### src/rtl/ethernet_frame_tx_pkg.sv
// eth_pkg: shared state codes, field constants and the serial CRC-32 step for the frame transmitter
package eth_pkg;
  localparam logic [3:0] S_IDLE = 4'd0;
  localparam logic [3:0] S_PRE  = 4'd1;
  localparam logic [3:0] S_SFD  = 4'd2;
  localparam logic [3:0] S_DST  = 4'd3;
  localparam logic [3:0] S_SRC  = 4'd4;
  localparam logic [3:0] S_TYPE = 4'd5;
  localparam logic [3:0] S_DATA = 4'd6;
  localparam logic [3:0] S_FCS  = 4'd7;
  localparam logic [3:0] S_IFG  = 4'd8;
  localparam logic [7:0] PREAMBLE_BYTE = 8'hAA;
  localparam logic [7:0] SFD_BYTE = 8'hAB;
  localparam logic [31:0] CRC_POLY = 32'h04C11DB7;
  localparam int PRE_BITS = 56;
  localparam int MAC_BITS = 48;
  localparam int TYPE_BITS = 16;
  localparam int FCS_BITS = 32;
  function automatic logic [31:0] crc_step(input logic [31:0] c, input logic b);
    return {c[30:0], 1'b0} ^ ((c[31] ^ b) ? CRC_POLY : 32'h0);
  endfunction
endpackage

### src/rtl/eth_crc32_serial.sv
// eth_crc32_serial: bit-serial CRC-32 (clk, rst, clr clears, en updates with bit_in, crc holds the register)
module eth_crc32_serial
  import eth_pkg::*;
(
  input  logic        clk,
  input  logic        rst,
  input  logic        clr,
  input  logic        en,
  input  logic        bit_in,
  output logic [31:0] crc
);
  logic [31:0] crc_q, crc_d;
  always_comb crc_d = clr ? 32'h0 : en ? crc_step(crc_q, bit_in) : crc_q;
  always_ff @(posedge clk) crc_q <= rst ? 32'h0 : crc_d;
  assign crc = crc_q;
endmodule

### src/rtl/ethernet_frame_tx.sv
// ethernet_frame_tx: serial Ethernet frame transmitter (start+header in, payload valid/ready in, tx_bit/tx_en/busy/done/err out)
module ethernet_frame_tx
  import eth_pkg::*;
#(
  parameter int MAX_LEN  = 1500,
  parameter int IFG_BITS = 96
) (
  input  logic        clk,
  input  logic        rst,
  input  logic        start,
  input  logic [47:0] mac_dst,
  input  logic [47:0] mac_src,
  input  logic [15:0] ether_type,
  input  logic [7:0]  payload_data,
  input  logic        payload_valid,
  output logic        payload_ready,
  output logic        tx_bit,
  output logic        tx_en,
  output logic        busy,
  output logic        done,
  output logic        err
);
  logic [3:0] state_q, state_d;
  logic [15:0] cnt_q, cnt_d, acc_q, acc_d, type_q, type_d, lim;
  logic [47:0] sh_q, sh_d, src_q, src_d;
  logic [7:0] buf_q, buf_d;
  logic full_q, full_d, done_q, done_d, err_q, err_d;
  logic [31:0] crc;
  logic legal, accept, last, move, shifting, in_tx, cur_bit;
  always_comb begin
    lim = state_q == S_PRE ? 16'(PRE_BITS - 1)
        : state_q == S_SFD ? 16'd7
        : (state_q == S_DST || state_q == S_SRC) ? 16'(MAC_BITS - 1)
        : state_q == S_TYPE ? 16'(TYPE_BITS - 1)
        : state_q == S_DATA ? {type_q[12:0], 3'b000} - 16'd1
        : state_q == S_FCS ? 16'(FCS_BITS - 1)
        : 16'(IFG_BITS - 1);
    last = cnt_q == lim;
    in_tx = state_q != S_IDLE && state_q != S_IFG;
    shifting = state_q >= S_DST && state_q <= S_DATA;
    cur_bit = state_q == S_PRE ? PREAMBLE_BYTE[~cnt_q[2:0]]
            : state_q == S_SFD ? SFD_BYTE[~cnt_q[2:0]]
            : state_q == S_FCS ? crc[~cnt_q[4:0]]
            : sh_q[47];
    legal = ether_type != 16'd0 && ether_type <= 16'(MAX_LEN);
    accept = state_q == S_IDLE && start && legal;
    // the next payload byte is due at the end of TYPE and at every DATA byte boundary but the last
    move = state_q == S_TYPE ? last : state_q == S_DATA && cnt_q[2:0] == 3'd7 && !last;
  end
  assign busy = state_q != S_IDLE;
  assign tx_en = in_tx;
  assign tx_bit = in_tx & cur_bit;
  assign done = done_q;
  assign err = err_q;
  assign payload_ready = !full_q && state_q >= S_SFD && state_q <= S_DATA && acc_q < type_q;
  always_comb begin
    state_d = state_q;
    cnt_d = busy ? cnt_q + 16'd1 : 16'd0;
    sh_d = shifting ? {sh_q[46:0], 1'b0} : sh_q;
    src_d = src_q;
    type_d = type_q;
    buf_d = buf_q;
    full_d = full_q;
    acc_d = acc_q;
    done_d = 1'b0;
    err_d = state_q == S_IDLE && start && !legal;
    if (accept) begin
      state_d = S_PRE;
      sh_d = mac_dst;
      src_d = mac_src;
      type_d = ether_type;
      full_d = 1'b0;
      acc_d = 16'd0;
    end
    if (busy && last) begin
      state_d = state_q == S_IFG ? S_IDLE : state_q + 4'd1;
      cnt_d = 16'd0;
      done_d = state_q == S_FCS;
      sh_d = state_q == S_DST ? src_q : state_q == S_SRC ? {type_q, 32'h0} : sh_d;
    end
    if (payload_valid && payload_ready) begin
      buf_d = payload_data;
      full_d = 1'b1;
      acc_d = acc_q + 16'd1;
    end
    if (move && full_q) begin
      sh_d = {buf_q, 40'h0};
      full_d = 1'b0;
    end
    if (move && !full_q) begin
      state_d = S_IFG;
      cnt_d = 16'd0;
      err_d = 1'b1;
    end
  end
  always_ff @(posedge clk) begin
    if (rst) begin
      state_q <= S_IDLE;
      cnt_q <= '0;
      sh_q <= '0;
      src_q <= '0;
      type_q <= '0;
      buf_q <= '0;
      full_q <= 1'b0;
      acc_q <= '0;
      done_q <= 1'b0;
      err_q <= 1'b0;
    end else begin
      state_q <= state_d;
      cnt_q <= cnt_d;
      sh_q <= sh_d;
      src_q <= src_d;
      type_q <= type_d;
      buf_q <= buf_d;
      full_q <= full_d;
      acc_q <= acc_d;
      done_q <= done_d;
      err_q <= err_d;
    end
  end
  eth_crc32_serial u_crc (
    .clk(clk),
    .rst(rst),
    .clr(accept),
    .en(shifting),
    .bit_in(sh_q[47]),
    .crc(crc)
  );
endmodule
### config.mk
export PLATFORM = sky130hd
export DESIGN_NAME = ethernet_frame_tx
export DESIGN_NICKNAME = d
export VERILOG_FILES = /design/src/rtl/ethernet_frame_tx_pkg.sv /design/src/rtl/eth_crc32_serial.sv /design/src/rtl/ethernet_frame_tx.sv
export SDC_FILE = /design/constraint.sdc
export NUM_CORES = 1
export LEC_CHECK = 0
export BUFFER_PORTS_ARGS = -buffer_cell sky130_fd_sc_hd__buf_2
export CORE_MARGIN = 2
export CORE_UTILIZATION = 63
export CTS_CLUSTER_DIAMETER = 200
export CTS_CLUSTER_SIZE = 8
export DETAILED_ROUTE_END_ITERATION = 16
export PLACE_DENSITY = 0.86
export SLEW_MARGIN = 5
export SYNTH_ARGS = -nofsm -noshare
export SYNTH_HDL_FRONTEND = slang
export SYNTH_SLANG_ARGS = --single-unit
### constraint.sdc
create_clock -name clk -period 7.85 [get_ports clk]
set_input_delay 0.785 -clock clk [delete_from_list [all_inputs] [get_ports clk]]
set_output_delay 0.785 -clock clk [all_outputs]
set_load 0.05 [all_outputs]
==> results.md <==
* Outcome: complete, no violations
* Yosys cell types at around 80
* Pre-antenna DRT Iters at 5
* Skew-Pair Late Insertion Delay at around 0.44 ns
* Die area at 17800 um^2
* Final worst-path cycle share at 0.576
* Final max-slew violation count at 0
* Complex-gate fraction of the synthesized area at 0.222
* Register bit total from synthesis at 191
* DR vias at just over 10000
* Hold-fix buffers, CTS at 0
* Post-CTS sizing at 0
* Simple-Gate Fraction of Synth Area at 0.276
* Via-to-Cell Ratio at about 6.2
* CP Class: flop to flop
* PD cells at 161 nW/um^2
* CTS tree: built
* Total grt overflow at 0
* Post-Syn Area at approximately 11000 um^2
* Max Buffers Root-to-Sink at 2
* Req. time, crit path at 8.18 ns
* Routability cong. at ~0.9
* Post-CTS setup buffer count at 0
* Total GRT Usage at 0.314
* Post-synthesis mux area share at 0.0305
* Max Cap Viol at 0
* Top achievable clock speed at about 220 MHz
* Area Overhead vs Synth at 10.6%
* DRC viols at 0
* Initial Utilization at 0.642
* Max Clock Skew at about 0.0078 ns
* Num CTS Buffers at 17
* Crit path launch type: flop
* CTS clk-pin slew, worst paths at ~0.07 ns
* Root Buffer: clkbuf_16
* Routed wire per std cell at approximately 17 um
* Global-route wire length before repair at between 40 and 50 mm
* Final WS setup at between 3 and 4 ns
* Worst Tran Pin Value at 1.25 ns
* NumNets Final at between 1500 and 2000
* Tmin final at between 4 and 5 ns
* Syn nets at 1511
* Num rows at 47
* I/O pin count at 130
* XOR/XNOR Fraction of Synth Area at 0.0256
* Largest family of logic cells by synthesized area: simple AND/OR/NAND/NOR gates
* Final hold vios at 0
* Layout cell share with drive strength beyond 1 at 0.179
* HPWL after DPL at between 15 and 20 mm
* Dpl cells at roughly 1600
* Commonest cells post-synth: 348 x nand2_1, 191 x dfxtp_1, 115 x a21oi_1
* Ant. Diodes at 0
* Warnings from Yosys at 0
* Total Power at between 1.5 and 2 mW
* Fin Setup TNS at 0 ns
* Worst vdd ir at 0.000167 V
* P_leak at about 4.1 nW
* Worst hold path class: flop to flop
* Critical Path Fanout Max at 24
* CP Data Arrival Time at slightly below 5 ns
* Clock sinks at approximately 190
* Post-Syn Area per Cell at approximately 7.8 um^2
* Mapped Cells at around 1400
* Antenna violations before repair at 0
* Sequential share of the synthesized area at 0.362
* Die Ht at 134 um
* Vias in the first global route at between 9000 and 10000
* Top post-synthesis cells by area: dfxtp_1 36%, nand2_1 12%, a21oi_1 5.4%, a211oi_2 4.6%, nand3_1 4.4%
* Cell with the most instances after synthesis: nand2_1
* Async SR Flop Fraction at 0
* Largest net degree at the start of global routing at 94
* Die X at 134 um
* RSZ-0062 raised after global routing: false
* Routed Antenna Nets at 0
* Iter 0 DRT Violations at roughly 910
* Max-slew headroom at 0.160
* WL final at about 28 mm
* Setup crit end kind: flop
* Htree depth at 4
* # setup viols final at 0
* Core Region at 16500 um^2
* PortBufs at 129
* Most common flop cell mapped by yosys: dfxtp_1
* Cell Count, Final, Fillers Out at roughly 1600
* Count of flip-flops with a built-in enable after synthesis at 0
* Adder-Cell Fraction of Synth Area at 0.0284
* Synth area leader: dfxtp_1
* Yosys top cell area share at 0.362
* Pre-CTS setup slack at between 3 and 4 ns
-- sequential cells by signal, summed over array words and instances, names as in the netlist --
register / flops
acc_q: 16
buf_q: 8
cnt_q: 16
done: 1
err: 1
full_q: 1
sh_q: 48
src_q: 48
state_q: 4
type_q: 16
u_crc.crc: 32
-- where the power goes --
group	switching [mW]	internal [mW]
clock	0.383	0.445
combinational	0.0476	0.0358
sequential	0.00362	0.973
total	0.434	1.45
-- placed cells by master (no fill, tap or decap), drive strengths merged, types with 7 or more instances in the layout --
master,instances
a211oi,45
nand3,92
nand2,348
nand2b,13
nand4,9
xnor2,25
a22o,16
ha,24
and3,8
buf,140
a21oi,115
o211ai,49
clkinv,7
a31oi,25
o21ai,15
mux4,10
clkbuf,18
dfxtp,191
nor3,18
or2,8
or3,20
nor4,13
o311ai,8
nor2,77
inv,35
-- worst paths after layout --
check	start	to	slack [ns]	cells past startpoint
setup / recovery	state_q[2]	state_q[0]	3.33	8
hold / removal	src_q[28]	src_q[28]	0.45	2
setup reg to reg	state_q[2]	state_q[0]	3.33	8
hold reg to reg	src_q[28]	src_q[28]	0.45	2
-- final cells by class --
cell class	count	area, um^2
Clock inverter	12	111
Timing Repair Buffer	140	731
Clock buffer	18	439
Fill cell	1297	4770
Tap cell	220	275
Sequential cell	191	3820
Multi-Input combinational cell	1030	6190
Inverter	32	120
-- worst max-delay path, cell delays in order, from the launching register on --
cell and delay (ns):
dfxtp_1 0.80, nand4bb_1 0.53, nor2_1 0.62, nand2_1 0.10
a222oi_1 0.37, nand4b_1 0.41, nor3_2 1.10, nor3_1 0.12
a2111oi_2 0.36
-- routing by layer --
| metal | track usage | wire length, um | vias to the layer above |
|---|---|---|---|
| li1 | - | - | 4916 |
| met1 | 0.424 | 11700 | 4746 |
| met2 | 0.507 | 13400 | 473 |
| met3 | 0.0586 | 2540 | 53 |
| met4 | 0.111 | 603 | 0 |
| met5 | 0 | 0 | - |
-- kinds of logic after synthesis --
logic type	Yosys count
multiplexers	19
flip-flops	191
AO/OA/AOI/OAI	321
XOR/XNOR	30
adder cells (fa/ha/maj)	24
AND/OR/NAND/NOR	636
buffers and inverters	142
-- metrics by stage --
stage	instance area, um^2	utilization	hold WS, ns
finish	11700	0.710	0.454
CTS	11700	0.710	0.456
detailed placement	11100	0.677	0.447
global route	11700	0.710	0.471
floorplan	10600	-	0.431
global placement	11100	0.677	0.442
No activity file was read; power rests on OpenSTA's default activity.
